[src/rtl/mau_pkg.sv]
// ---------------------------------------------------------------
// mau_pkg : op encodings, FSM states and parameter checks for mau_iter
// Revision: 1.0
// ---------------------------------------------------------------
`default_nettype none
package mau_pkg;

  localparam logic [1:0] MAU_MADD  = 2'b00;
  localparam logic [1:0] MAU_MADDU = 2'b01;
  localparam logic [1:0] MAU_MUL   = 2'b10;
  localparam logic [1:0] MAU_CLR   = 2'b11;

  typedef enum logic [1:0] {
    ST_IDLE = 2'd0,
    ST_MULT = 2'd1,
    ST_ACC  = 2'd2,
    ST_DONE = 2'd3
  } mau_state_t;

  function automatic logic mau_bpc_legal(input int width, input int bpc);
    return ((bpc == 1) || (bpc == 2) || (bpc == 4)) && ((width % bpc) == 0);
  endfunction

endpackage
`default_nettype wire

[src/rtl/mau_iter_if.sv]
// ---------------------------------------------------------------
// mau_iter_if : start/ready/done request bus and hi/lo result of mau_iter
// Revision: 1.0
// ---------------------------------------------------------------
`default_nettype none
interface mau_iter_if #(
  parameter int WIDTH = 32
) ();
  logic             start;
  logic [1:0]       op;
  logic [WIDTH-1:0] a;
  logic [WIDTH-1:0] b;
  logic             ready;
  logic             busy;
  logic             done;
  logic [WIDTH-1:0] hi;
  logic [WIDTH-1:0] lo;

  modport master (output start, op, a, b, input ready, busy, done, hi, lo);
  modport slave  (input start, op, a, b, output ready, busy, done, hi, lo);
endinterface
`default_nettype wire

[src/rtl/mau_shift_add_step.sv]
// ---------------------------------------------------------------
// mau_shift_add_step : one radix-2^BPC iteration, next = partial + (mcand*slice) << (k*BPC)
// Revision: 1.0
// ---------------------------------------------------------------
`default_nettype none
module mau_shift_add_step #(
  parameter int WIDTH          = 32,
  parameter int BITS_PER_CYCLE = 1,
  parameter int KW             = 6
) (
  input  logic [2*WIDTH-1:0]        i_partial,
  input  logic [WIDTH-1:0]          i_mcand,
  input  logic [BITS_PER_CYCLE-1:0] i_slice,
  input  logic [KW-1:0]             i_k,
  output logic [2*WIDTH-1:0]        o_next
);
  localparam int LOG_BPC = $clog2(BITS_PER_CYCLE);

  logic [2*WIDTH-1:0] w_mcand_ext;
  logic [2*WIDTH-1:0] w_slice_ext;
  logic [2*WIDTH-1:0] w_term;
  logic [KW+1:0]      w_shamt;

  assign w_mcand_ext = {{WIDTH{1'b0}}, i_mcand};
  assign w_slice_ext = {{(2*WIDTH-BITS_PER_CYCLE){1'b0}}, i_slice};
  assign w_shamt     = {2'b00, i_k} << LOG_BPC;
  assign w_term      = (w_mcand_ext * w_slice_ext) << w_shamt;
  assign o_next      = i_partial + w_term;
endmodule
`default_nettype wire

[src/rtl/mau_iter.sv]
// ---------------------------------------------------------------
// mau_iter : multi-cycle shift-add multiply-accumulate with hi/lo accumulator.
// Optional MAU_EARLY_TERM_EN ends the MULT phase once the remaining multiplier is zero.
// Revision: 1.0
// ---------------------------------------------------------------
`default_nettype none
module mau_iter
  import mau_pkg::*;
#(
  parameter int WIDTH          = 32,
  parameter int BITS_PER_CYCLE = 1
) (
  input  logic      clk,
  input  logic      reset,
  mau_iter_if.slave bus
);
  localparam int N  = WIDTH / BITS_PER_CYCLE;
  localparam int KW = $clog2(N + 1);
  localparam logic [KW-1:0] K_LAST = KW'(N - 1);

  generate
    if (!mau_bpc_legal(WIDTH, BITS_PER_CYCLE)) begin : g_bpc_illegal
      $error("mau_iter: BITS_PER_CYCLE must be 1, 2 or 4 and divide WIDTH");
    end
  endgenerate

  mau_state_t         state_q, state_d;
  logic [WIDTH-1:0]   mcand_q, mcand_d;
  logic [WIDTH-1:0]   mplier_q, mplier_d;
  logic [1:0]         op_q, op_d;
  logic               neg_q, neg_d;
  logic [2*WIDTH-1:0] prod_q, prod_d;
  logic [KW-1:0]      k_q, k_d;
  logic [WIDTH-1:0]   hi_q, hi_d;
  logic [WIDTH-1:0]   lo_q, lo_d;

  logic               w_signed_op;
  logic [WIDTH-1:0]   w_a_abs;
  logic [WIDTH-1:0]   w_b_abs;
  logic [WIDTH-1:0]   w_mplier_shift;
  logic [2*WIDTH-1:0] w_step;
  logic [2*WIDTH-1:0] w_p;

  // Magnitudes are taken in WIDTH bits: -MIN wraps back to 2^(WIDTH-1), which is the exact magnitude.
  assign w_signed_op    = (bus.op != MAU_MADDU);
  assign w_a_abs        = (w_signed_op && bus.a[WIDTH-1]) ? -bus.a : bus.a;
  assign w_b_abs        = (w_signed_op && bus.b[WIDTH-1]) ? -bus.b : bus.b;
  assign w_mplier_shift = mplier_q >> BITS_PER_CYCLE;
  assign w_p            = neg_q ? -prod_q : prod_q;

  mau_shift_add_step #(
    .WIDTH          (WIDTH),
    .BITS_PER_CYCLE (BITS_PER_CYCLE),
    .KW             (KW)
  ) u_step (
    .i_partial (prod_q),
    .i_mcand   (mcand_q),
    .i_slice   (mplier_q[BITS_PER_CYCLE-1:0]),
    .i_k       (k_q),
    .o_next    (w_step)
  );

  always_comb begin
    state_d  = state_q;
    mcand_d  = mcand_q;
    mplier_d = mplier_q;
    op_d     = op_q;
    neg_d    = neg_q;
    prod_d   = prod_q;
    k_d      = k_q;
    hi_d     = hi_q;
    lo_d     = lo_q;
    case (state_q)
      ST_IDLE: begin
        if (bus.start) begin
          if (bus.op == MAU_CLR) begin
            hi_d    = '0;
            lo_d    = '0;
            state_d = ST_DONE;
          end else begin
            op_d     = bus.op;
            mcand_d  = w_a_abs;
            mplier_d = w_b_abs;
            neg_d    = w_signed_op && (bus.a[WIDTH-1] ^ bus.b[WIDTH-1]);
            prod_d   = '0;
            k_d      = '0;
            state_d  = ST_MULT;
          end
        end
      end
      ST_MULT: begin
        prod_d   = w_step;
        mplier_d = w_mplier_shift;
        k_d      = k_q + KW'(1);
        if (k_q == K_LAST) begin
          state_d = ST_ACC;
        end
`ifdef MAU_EARLY_TERM_EN
        else if (w_mplier_shift == '0) begin
          state_d = ST_ACC;
        end
`endif
      end
      ST_ACC: begin
        if (op_q == MAU_MUL) begin
          {hi_d, lo_d} = w_p;
        end else begin
          {hi_d, lo_d} = {hi_q, lo_q} + w_p;
        end
        state_d = ST_DONE;
      end
      default: begin
        state_d = ST_IDLE;
      end
    endcase
  end

  always_ff @(posedge clk or posedge reset) begin
    if (reset) begin
      state_q  <= ST_IDLE;
      mcand_q  <= '0;
      mplier_q <= '0;
      op_q     <= MAU_MADD;
      neg_q    <= 1'b0;
      prod_q   <= '0;
      k_q      <= '0;
      hi_q     <= '0;
      lo_q     <= '0;
    end else begin
      state_q  <= state_d;
      mcand_q  <= mcand_d;
      mplier_q <= mplier_d;
      op_q     <= op_d;
      neg_q    <= neg_d;
      prod_q   <= prod_d;
      k_q      <= k_d;
      hi_q     <= hi_d;
      lo_q     <= lo_d;
    end
  end

  assign bus.ready = (state_q == ST_IDLE);
  assign bus.busy  = (state_q != ST_IDLE);
  assign bus.done  = (state_q == ST_DONE);
  assign bus.hi    = hi_q;
  assign bus.lo    = lo_q;
endmodule
`default_nettype wire
[src/flat_wrapper.sv]
// flat-port wrapper written by rule: the top's interface ports become plain ports
module mau_iter_flat import mau_pkg::*;
#(
  parameter int WIDTH          = 32,
  parameter int BITS_PER_CYCLE = 1
)
  (clk, reset, bus_start, bus_op, bus_a, bus_b, bus_ready, bus_busy, bus_done, bus_hi, bus_lo);
  mau_iter_if #(.WIDTH(WIDTH)) bus_i ();
  input  logic clk;
  input  logic reset;
  input wire logic [$bits(bus_i.start)-1:0] bus_start;
  input wire logic [$bits(bus_i.op)-1:0] bus_op;
  input wire logic [$bits(bus_i.a)-1:0] bus_a;
  input wire logic [$bits(bus_i.b)-1:0] bus_b;
  output wire logic [$bits(bus_i.ready)-1:0] bus_ready;
  output wire logic [$bits(bus_i.busy)-1:0] bus_busy;
  output wire logic [$bits(bus_i.done)-1:0] bus_done;
  output wire logic [$bits(bus_i.hi)-1:0] bus_hi;
  output wire logic [$bits(bus_i.lo)-1:0] bus_lo;
  assign bus_i.start = bus_start;
  assign bus_i.op = bus_op;
  assign bus_i.a = bus_a;
  assign bus_i.b = bus_b;
  assign bus_ready = bus_i.ready;
  assign bus_busy = bus_i.busy;
  assign bus_done = bus_i.done;
  assign bus_hi = bus_i.hi;
  assign bus_lo = bus_i.lo;
  mau_iter #(.WIDTH(WIDTH), .BITS_PER_CYCLE(BITS_PER_CYCLE)) u_core (.clk(clk), .reset(reset), .bus(bus_i));
endmodule
[config.mk]
export PLATFORM = sky130hd
export DESIGN_NAME = mau_iter_flat
export DESIGN_NICKNAME = d
export VERILOG_FILES = /design/src/rtl/mau_pkg.sv /design/src/rtl/mau_iter_if.sv /design/src/rtl/mau_shift_add_step.sv /design/src/rtl/mau_iter.sv /design/src/flat_wrapper.sv
export SDC_FILE = /design/constraint.sdc
export NUM_CORES = 1
export LEC_CHECK = 0
export CORE_MARGIN = 2
export CORE_UTILIZATION = 25
export DETAILED_ROUTE_END_ITERATION = 8
export GPL_ROUTABILITY_DRIVEN = 0
export HOLD_SLACK_MARGIN = 0.02
export MAX_ROUTING_LAYER = met4
export SLEW_MARGIN = 10
export SYNTH_ARGS = -nofsm -noshare
export SYNTH_HDL_FRONTEND = slang
export SYNTH_SLANG_ARGS = --single-unit
[constraint.sdc]
create_clock -name clk -period 14.6 [get_ports clk]
set_input_delay 2.92 -clock clk [delete_from_list [all_inputs] [get_ports clk]]
set_output_delay 2.92 -clock clk [all_outputs]
set_load 0.01 [all_outputs]
=== Word level (Yosys, flattened, before mapping) ===
Cells that the tools add are included.

* Flip-flop bits (word level): 203
* Input bits: 69
* Output and inout port bits: 67
* Logic and storage cells: 63

* $add $sub $neg: 6
* $mul: 1
* Equal/unequal tests: 11
* Shift-type cells: 1
* Multiplexer cells: 22
* Bitwise logic cells: 2
* Reductions and logical operators: 11

{| class="wikitable"
|+ Operators with widths
! kind !! number
|-
| $mux W32 || 8
|-
| $mux W64 || 3
|-
| $pmux W32 S2 || 3
|-
| $add A64 B64 Y64 || 2
|-
| $pmux W64 S2 || 1
|-
| $neg A32 Y32 || 2
|-
| $neg A64 Y64 || 1
|-
| $shl A33 B6 Y64 || 1
|-
| $mul A32 B1 Y33 || 1
|-
| $mux W6 || 2
|-
| $pmux W6 S2 || 1
|-
| $reduce_and A3 Y1 || 3
|-
| $eq A2 B2 Y1 const B || 4
|-
| $add A6 B1 Y6 const B || 1
|-
| $eq A6 B5 Y1 const B || 1
|-
| $mux W2 || 3
|-
| $ne A2 B1 Y1 const B || 3
|-
| $pmux W2 S3 || 1
|-
| $reduce_bool A2 Y1 || 3
|-
| $ne A2 B2 Y1 const B || 2
|-
| $logic_and A1 B1 Y1 || 3
|-
| $eq A2 B1 Y1 const B || 1
|-
| $logic_not A2 Y1 || 1
|-
| $reduce_and A2 Y1 || 1
|-
| 2 further kinds || 2
|}

=== Logic depth before layout (Yosys ltp) ===
Gate-level depths: netlist (run 1).

* Word-level depth: 6
* Depth in mapped cells: 24
* Gate-level depth less buffers: 21

=== By module ===
A second synthesis (run 1) with hierarchy kept.

* Cells, all modules: 2,822
* Area, all modules: 21,015.2 um2

{| class="wikitable"
|+ Modules (own cells, without submodules)
! module !! times used !! cells each !! area each (um2) !! sequential area each (um2)
|-
| mau_iter || 1 || 1,891 || 14,945.6 || 5,079.9
|-
| mau_shift_add_step || 1 || 931 || 6,069.6 || 0.0
|}

=== Least setup slack after synthesis (run 1) ===
No wires, ideal clock.

* Path type: input to register
* From: input bus_a[8]
* To: register u_core.mcand_q[30]
* Setup time: 0.130 ns
* Arrival: 5.378 ns
* Data required time: 14.470 ns
* Slack: 9.092 ns
* Stages on the path: 10
* Path buffers: 0
* Cell sequence: or4_1 nor4_1 nand2b_1 nor4_1 nor2b_1 nand2_1 or4_1 o41ai_1 xor2_1 o21ai_1

* Longest elaborated chain between the ends: 2

{| class="wikitable"
|+ RTL lines
! what !! line !! source
|-
| start: declaration || flat_wrapper.sv:13 || <nowiki>input wire logic [$bits(bus_i.a)-1:0] bus_a;</nowiki>
|-
| $neg A32 Y32 || mau_iter.sv:46 || <nowiki>assign w_a_abs = (w_signed_op && bus.a[WIDTH-1]) ? -bus.a : bus.a;</nowiki>
|-
| $mux W32 || mau_iter.sv:46 ||
|-
| end signal: assignment || mau_iter.sv:131 || <nowiki>mcand_q <= mcand_d;</nowiki>
|-
| end: declaration || mau_iter.sv:28 || <nowiki>logic [WIDTH-1:0] mcand_q, mcand_d;</nowiki>
|}

Every way passes these cells.
A chain may end at the register's enable or synchronous reset.

=== Worst setup path after layout (run 1) ===
* From: register u_core.prod_q[1]
* To: register u_core.hi_q[29] (netlist: u_core.bus.hi[29])

* Longest elaborated chain between the ends: 5

{| class="wikitable"
|+ RTL lines
! what !! line !! source
|-
| start: declaration || mau_iter.sv:32 || <nowiki>logic [2*WIDTH-1:0] prod_q, prod_d;</nowiki>
|-
| start signal: assignment || mau_iter.sv:135 || <nowiki>prod_q <= prod_d;</nowiki>
|-
| $neg A64 Y64 || mau_iter.sv:49 || <nowiki>assign w_p = neg_q ? -prod_q : prod_q;</nowiki>
|-
| $mux W64 (*) || mau_iter.sv:49 ||
|-
| $add A64 B64 Y64 || mau_iter.sv:108 || <nowiki>{hi_d, lo_d} = {hi_q, lo_q} + w_p;</nowiki>
|-
| $mux W32 (*) || mau_iter.sv:105 || <nowiki>if (op_q == MAU_MUL) begin</nowiki>
|-
| $pmux W32 S2 (*) || mau_iter.sv:73 || <nowiki>case (state_q)</nowiki>
|-
| end signal: assignment || mau_iter.sv:137 || <nowiki>hi_q <= hi_d;</nowiki>
|-
| end: declaration || mau_iter.sv:34 || <nowiki>logic [WIDTH-1:0] hi_q, hi_d;</nowiki>
|}

Every way passes the cells marked *; elsewhere a longest branch is shown, timed or not.

==> flow_summary.yaml, run 1 <==
run_status:
  status: "finished, final reports clean"
floorplanning:
  initial_core_util_pct: 25.1
  die_area_sq_um: 84300
  coreArea_sq_um: 81600
  fp-row-count: 105
  io_pins: 136
  die_y_microns: 290
  die_w_microns: 290
detailed_routing:
  viasPerCell: 5.24
  ant_nets: 0
  drc: 0
  first_pass_iters: 7
  dr_wl_met2_mm: 28.7
  route.layer.met1.wl_mm: 31.2
  num_vias: 19907
  drt_iter0_markers: 1758
  routed-wl-met3_mm: 4.12
  drt_wl_total_mm: 66.4
  routed.top_layer: "met4"
  wire_per_inst_microns: 17.5
synthesis:
  ys_seq_area_share_pct: 24.8
  yosys.area.top_type: "dfrtp_1"
  ys_top_cells_by_area: "dfrtp_1, ha_1, o21ai_0"
  synth_top_area_share_pct: 24.8
  syn_nets: 2894
  ys_ff_latch: 203
  syn-instance-count: 2680
  ys.flop_type: "dfrtp_1"
  synth-edff-count: 0
  synthArstFlopShare_pct: 100
  yosysUniqueCellTypes: 84
  yosysWarnings: 0
  postSynthAreaPerCell_sq_um: 7.65
  synth_area_sq_um: 20500
clock_network:
  clkLatencyLatePin_ns: 0.57
  cts_buffer_depth: 3
  hold_buffers: 0
  cts.sinks: 203
  cts_setup_buffers: 0
  cts_tree: "built"
  h-tree-depth: 1
  post_cts_resized: 0
  clk_pin_slew_ns: 0.06
  cts_buffers: 27
  root_buffer: "clkbuf_16"
place:
  placed_area_sq_um: 22800
  port_buffers: 135
  dp_hpwl_mm: 51.5
global_route:
  grt_max_degree: 130
  grt_pass1_wl_mm: 104
  gr-total-overflow: 0
  antenna_found_initial: 0
  grtUsageTotal_pct: 15.7
  grt_pass1_vias: 18117
worst_setup_path:
  cp.arrival_ns: 6.50
  cp_data_required_time_ns: 15.09
  r2r_slack_ns: 8.59
  cp_max_fo: 8
  critPathSlowestCell: "or4_1"
  end_kind: "flip-flop"
  path_cells: "inv_1 > ha_1 > or3b_1 > nor2_1 > nand4_1 > or4_1 > nand2b_1 > o31ai_1 > xnor2_1 > ha_1 > nand3_1 > nor4_1 > nand4_1 > or3_1 > o211a_1 > a21oi_1 > o21ai_1 > nor4_1 > mux2_2 > o21ai_1"
  start_kind: "flip-flop"
  critPathKind: "flip-flop to flip-flop"
  crit_path_max_incr_delay_ns: 0.61
power:
  power.density_nw_per_um2: 260
  ir_worst_vdd_mv: 0.105
  power_leakage_nw: 9.69
worst_hold_path:
  hold_class: "flip-flop to flip-flop"
finish:
  n_antenna_cell: 0
  design_area_sq_um: 23800
  layout-drive-gt1-share_pct: 4.90
  finalNetCount: 2927
  syn_to_final_growth_pct: 15.9
sta:
  max_slew_margin_pct: 25.4
  finalSetupViolCount: 0
  fin_worst_skew_ns: 0.0160
  finalSetupTns_ns: 0
  report.final.slew_viol_count: 0
  fmax_mhz: 166
  period_share_pct: 41.2
  final_hold_viol_count: 0
  period_minus_slack_ns: 6.01
  worst_pin_slew_ns: 1.10
  rsz0062_at_grt: "false"
run:
  maxCapViolCount: 0
-- state kept, by name, indices dropped and copies added, names as in the netlist --
name,flops
u_core.bus.lo,32
u_core.mcand_q,32
u_core.prod_q,64
u_core.bus.hi,32
u_core.op_q,2
u_core.k_q,6
u_core.state_q,2
u_core.mplier_q,32
u_core.neg_q,1
-- logic make-up after synthesis --
group | share of synthesized area [%]
AO/OA/AOI/OAI | 27.6
buffers and inverters | 3.78
adder cells (fa/ha/maj) | 8.93
flip-flops | 24.8
multiplexers | 4.69
AND/OR/NAND/NOR | 20.5
XOR/XNOR | 9.70
-- layer usage --
| metal | up-vias | global-route usage [%] |
|---|---|---|
| li1 | 9919 | - |
| met3 | 110 | 2.31 |
| met2 | 590 | 23.2 |
| met4 | 0 | 5.20 |
| met5 | - | - |
| met1 | 9288 | 21.7 |
-- worst max-delay path, delay by kind of cell (launching register included) --
family / cells / cell delay (ns)
mux: 1 / 0.37
simple gates: 10 / 3.25
xor+xnor: 1 / 0.13
buf+inv: 1 / 0.13
fa+ha+maj: 2 / 0.60
flops: 1 / 0.44
compound gates: 5 / 1.02
-- report_power, final --
group	switching (W)	internal, W	leakage, nW
Clock	0.000274	0.000438	0.458
Sequential	0.000238	0.000762	2.66
Combinational	0.00276	0.00171	6.57
Total	0.00327	0.00291	9.69
-- area by class of cell --
type,instances,area (sq um)
repair buffers,159,1530
flip-flops and latches,203,5080
multi-input cells,2273,14700
clock buffers,37,773
clock inverters,11,164
well taps,1070,1340
inverters,49,191
fillers,8707,57800
-- metrics by stage --
stage	hold WS, ns	worst slack, ns	utilization [%]	cells	power [W]
6_report	0.473	8.59	29.1	3802	0.00618
5_1_grt	0.505	8.13	29.1	3802	0.00672
4_1_cts	0.481	8.64	29.1	3802	0.00616
3_5_place_dp	0.466	8.31	28.0	3754	0.00542
3_3_place_gp	0.456	8.34	28.0	3754	0.00540
2_1_floorplan	0.445	6.14	-	2680	0.00424
-- layout by cell type (no fill, tap or decap), types with 23 or more instances in the layout --
| cell type | netlist | final |
|---|---|---|
| nand2_1 | 368 | 368 |
| o21ai_0 | 315 | 315 |
| a21oi_1 | 236 | 234 |
| nor2_1 | 201 | 200 |
| dfrtp_1 | 203 | 200 |
| ha_1 | 143 | 142 |
| xnor2_1 | 140 | 140 |
| clkdlybuf4s50_1 | 0 | 135 |
| xor2_1 | 87 | 87 |
| nand3_1 | 78 | 77 |
| a21o_1 | 57 | 57 |
| nor3_1 | 48 | 48 |
| inv_1 | 47 | 46 |
| o31ai_1 | 34 | 34 |
| mux2i_1 | 32 | 32 |
| nand4_1 | 31 | 31 |
| a31oi_1 | 29 | 29 |
| nor2b_1 | 29 | 28 |
| clkbuf_16 | 0 | 27 |
| mux4_2 | 26 | 26 |
| o21ai_1 | 25 | 25 |
| nor4_1 | 25 | 25 |
| o22ai_1 | 25 | 25 |
| buf_4 | 0 | 24 |
| a22oi_1 | 23 | 23 |
-- Yosys cell counts, types with 26 or more instances --
cell,number
nand2_1,368
o21ai_0,315
a21oi_1,236
dfrtp_1,203
nor2_1,201
ha_1,143
xnor2_1,140
clkbuf_1,135
xor2_1,87
nand3_1,78
a21o_1,57
nor3_1,48
inv_1,47
o31ai_1,34
mux2i_1,32
nand4_1,31
a31oi_1,29
nor2b_1,29
mux4_2,26
-- final timing paths --
kind | cells past startpoint | start | endpoint
min reg2reg | 2 | u_core.neg_q | u_core.neg_q
max in group asynchronous | 3 | reset | u_core.bus.hi[12]
min | 2 | u_core.neg_q | u_core.neg_q
max | 20 | u_core.prod_q[1] | u_core.bus.hi[29]
min in group asynchronous | 2 | reset | u_core.state_q[1]
max reg2reg | 20 | u_core.prod_q[1] | u_core.bus.hi[29]
Power figures use the tool's default switching activity.
==> run 2: changes to the inputs <==
==> constraint.sdc (replaced) <==
create_clock -name clk -period 5.85 [get_ports clk]
set_input_delay 1.17 -clock clk [delete_from_list [all_inputs] [get_ports clk]]
set_output_delay 1.17 -clock clk [all_outputs]
set_load 0.01 [all_outputs]
==> flow_summary.yaml, run 2 (same netlist as run 1, synthesis figures left out) <==
run_status:
  status: "finished, final reports clean"
worst_setup_path:
  cp_max_fo: 9
  crit_cells: 15
  start_kind: "flip-flop"
  end_kind: "flip-flop"
  crit_buf_inv: 0
  crit_family: "compound AO/OA/AOI/OAI gates"
  path_cells: "or4_4 > or3_4 > or4_4 > nand2b_1 > o41a_1 > xor2_2 > ha_1 > a21oi_1 > o21ai_0 > a221o_1 > a2111oi_1 > o31a_1 > o31ai_1 > xnor2_1 > o21ai_0"
  reg2reg_from: "u_core.prod_q[12]"
  cp_data_required_time_ns: 6.27
  r2r_cells: 15
  crit_path_max_incr_delay_ns: 0.78
  r2r_slack_ns: 0.12
  cp.arrival_ns: 6.15
  critPathKind: "flip-flop to flip-flop"
  critPathSlowestCell: "a2111oi_1"
  r2r-end: "u_core.bus.hi[26]"
global_route:
  grt_busiest_layer: "met2"
  gr-total-overflow: 0
  use_met1_pct: 22.1
  grtUsageTotal_pct: 15.8
  met2_usage_pct: 23.8
  grt_pass1_vias: 18623
  antenna_found_initial: 1
  met3_usage_pct: 1.84
  grt_pass1_wl_mm: 106
  grt_max_degree: 125
finish:
  nFillCells: 8723
  design_area_sq_um: 24000
  layout_commonest_cell: "nand2_1"
  syn_to_final_growth_pct: 17.1
  layout_common_cells: "nand2_1, o21ai_0, a21oi_1"
  top_register: "u_core.prod_q"
  finalNetCount: 2946
  layout-drive-gt1-share_pct: 6.00
  largest_reg_flops: 64
worst_hold_path:
  hold-path-endpoint: "u_core.mplier_q[4]"
  hold_class: "flip-flop to flip-flop"
  hold_start: "u_core.mplier_q[4]"
  holdPathStages: 2
power:
  power_leakage_nw: 9.78
  ir_worst_vdd_mv: 0.233
  power.density_nw_per_um2: 649
sta:
  fin_worst_skew_ns: 0.0213
  period_minus_slack_ns: 5.73
  finalSetupViolCount: 0
  max_slew_margin_pct: 17.1
  fmax_mhz: 175
  final_hold_viol_count: 0
  report.final.slew_viol_count: 0
  worst_pin_slew_ns: 1.24
  period_share_pct: 97.9
  whs_ns: 0.480
detailed_routing:
  drt_wl_total_mm: 66.8
  viasPerCell: 5.27
  wire_per_inst_microns: 17.5
  first_pass_iters: 6
  num_vias: 20142
  drc: 0
  drt_iter0_markers: 1685
  ant_nets: 0
floorplanning:
  die_y_microns: 290
  die_w_microns: 290
  initial_core_util_pct: 25.1
  io_pins: 136
  coreArea_sq_um: 81600
  die_area_sq_um: 84300
  fp-row-count: 105
run:
  maxCapViolCount: 0
clock_network:
  cts_buffer_depth: 3
  clkLatencyLatePin_ns: 0.58
  clk_pin_slew_ns: 0.06
  cts_buffers: 27
  h-tree-depth: 1
  cts_tree: "built"
  cts.sinks: 203
  root_buffer: "clkbuf_16"
place:
  port_buffers: 135
  placed_area_sq_um: 23000
  dp_hpwl_mm: 51.6
run 2: worst max-delay path by stage:
stage / slack [ns] / endpoint / startpoint
2_1_floorplan: 0.48 / u_core.prod_q[63] / u_core.k_q[0]
3_3_place_gp: 0.14 / u_core.bus.hi[26] / u_core.prod_q[12]
3_5_place_dp: 0.07 / u_core.bus.hi[26] / u_core.prod_q[15]
4_1_cts: 0.06 / u_core.bus.hi[27] / u_core.prod_q[15]
5_1_grt: -0.002 / u_core.bus.hi[29] / u_core.prod_q[1]
6_report: 0.12 / u_core.bus.hi[26] / u_core.prod_q[12]
run 2: cell type report:
class	instances	area, sq um	share of cell area (%)
multi-input cells	2273	14800	61.5
clock inverters	15	198	0.824
well taps	1070	1340	5.58
clock buffers	34	732	3.05
repair buffers	178	1700	7.08
diodes	1	2.50	0.0104
inverters	49	188	0.782
flip-flops and latches	203	5080	21.2
run 2: power by group:
part / internal (W) / total (W) / switching, W
Sequential: 0.00190 / 0.00253 / 0.000630
Combinational: 0.00439 / 0.0113 / 0.00689
Clock: 0.00106 / 0.00177 / 0.000706
Total: 0.00735 / 0.0156 / 0.00823
run 2: timing repair:
item	CTS	global route
hold buffers	0	0
setup buffers	0	0
gates resized for setup	0	15
setup endpoints to repair	0	13
run 2: metal layers:
layer  share of wire, %  up-vias
li1                   -     9986
met3                5.2      111
met4                3.4        0
met5                  0        -
met1                 48     9453
met2                 43      592
run 2: per-stage QoR:
stage | TNS [ns] | setup slack [ns] | util [%] | power [W] | instances
floorplan | 0 | 0.476 | - | 0.0106 | 2680
global placement | 0 | 0.142 | 28.2 | 0.0136 | 3773
detailed placement | 0 | 0.0705 | 28.2 | 0.0136 | 3773
CTS | 0 | 0.0556 | 29.3 | 0.0155 | 3822
global route | -0.00169 | -0.00169 | 29.4 | 0.0170 | 3823
finish | 0 | 0.121 | 29.4 | 0.0156 | 3823
run 2: worst min-delay path, cell delays in order, from the launching register on:
cell	delay, ns
dfrtp_1	0.34
nand2_1	0.04
o21ai_0	0.06
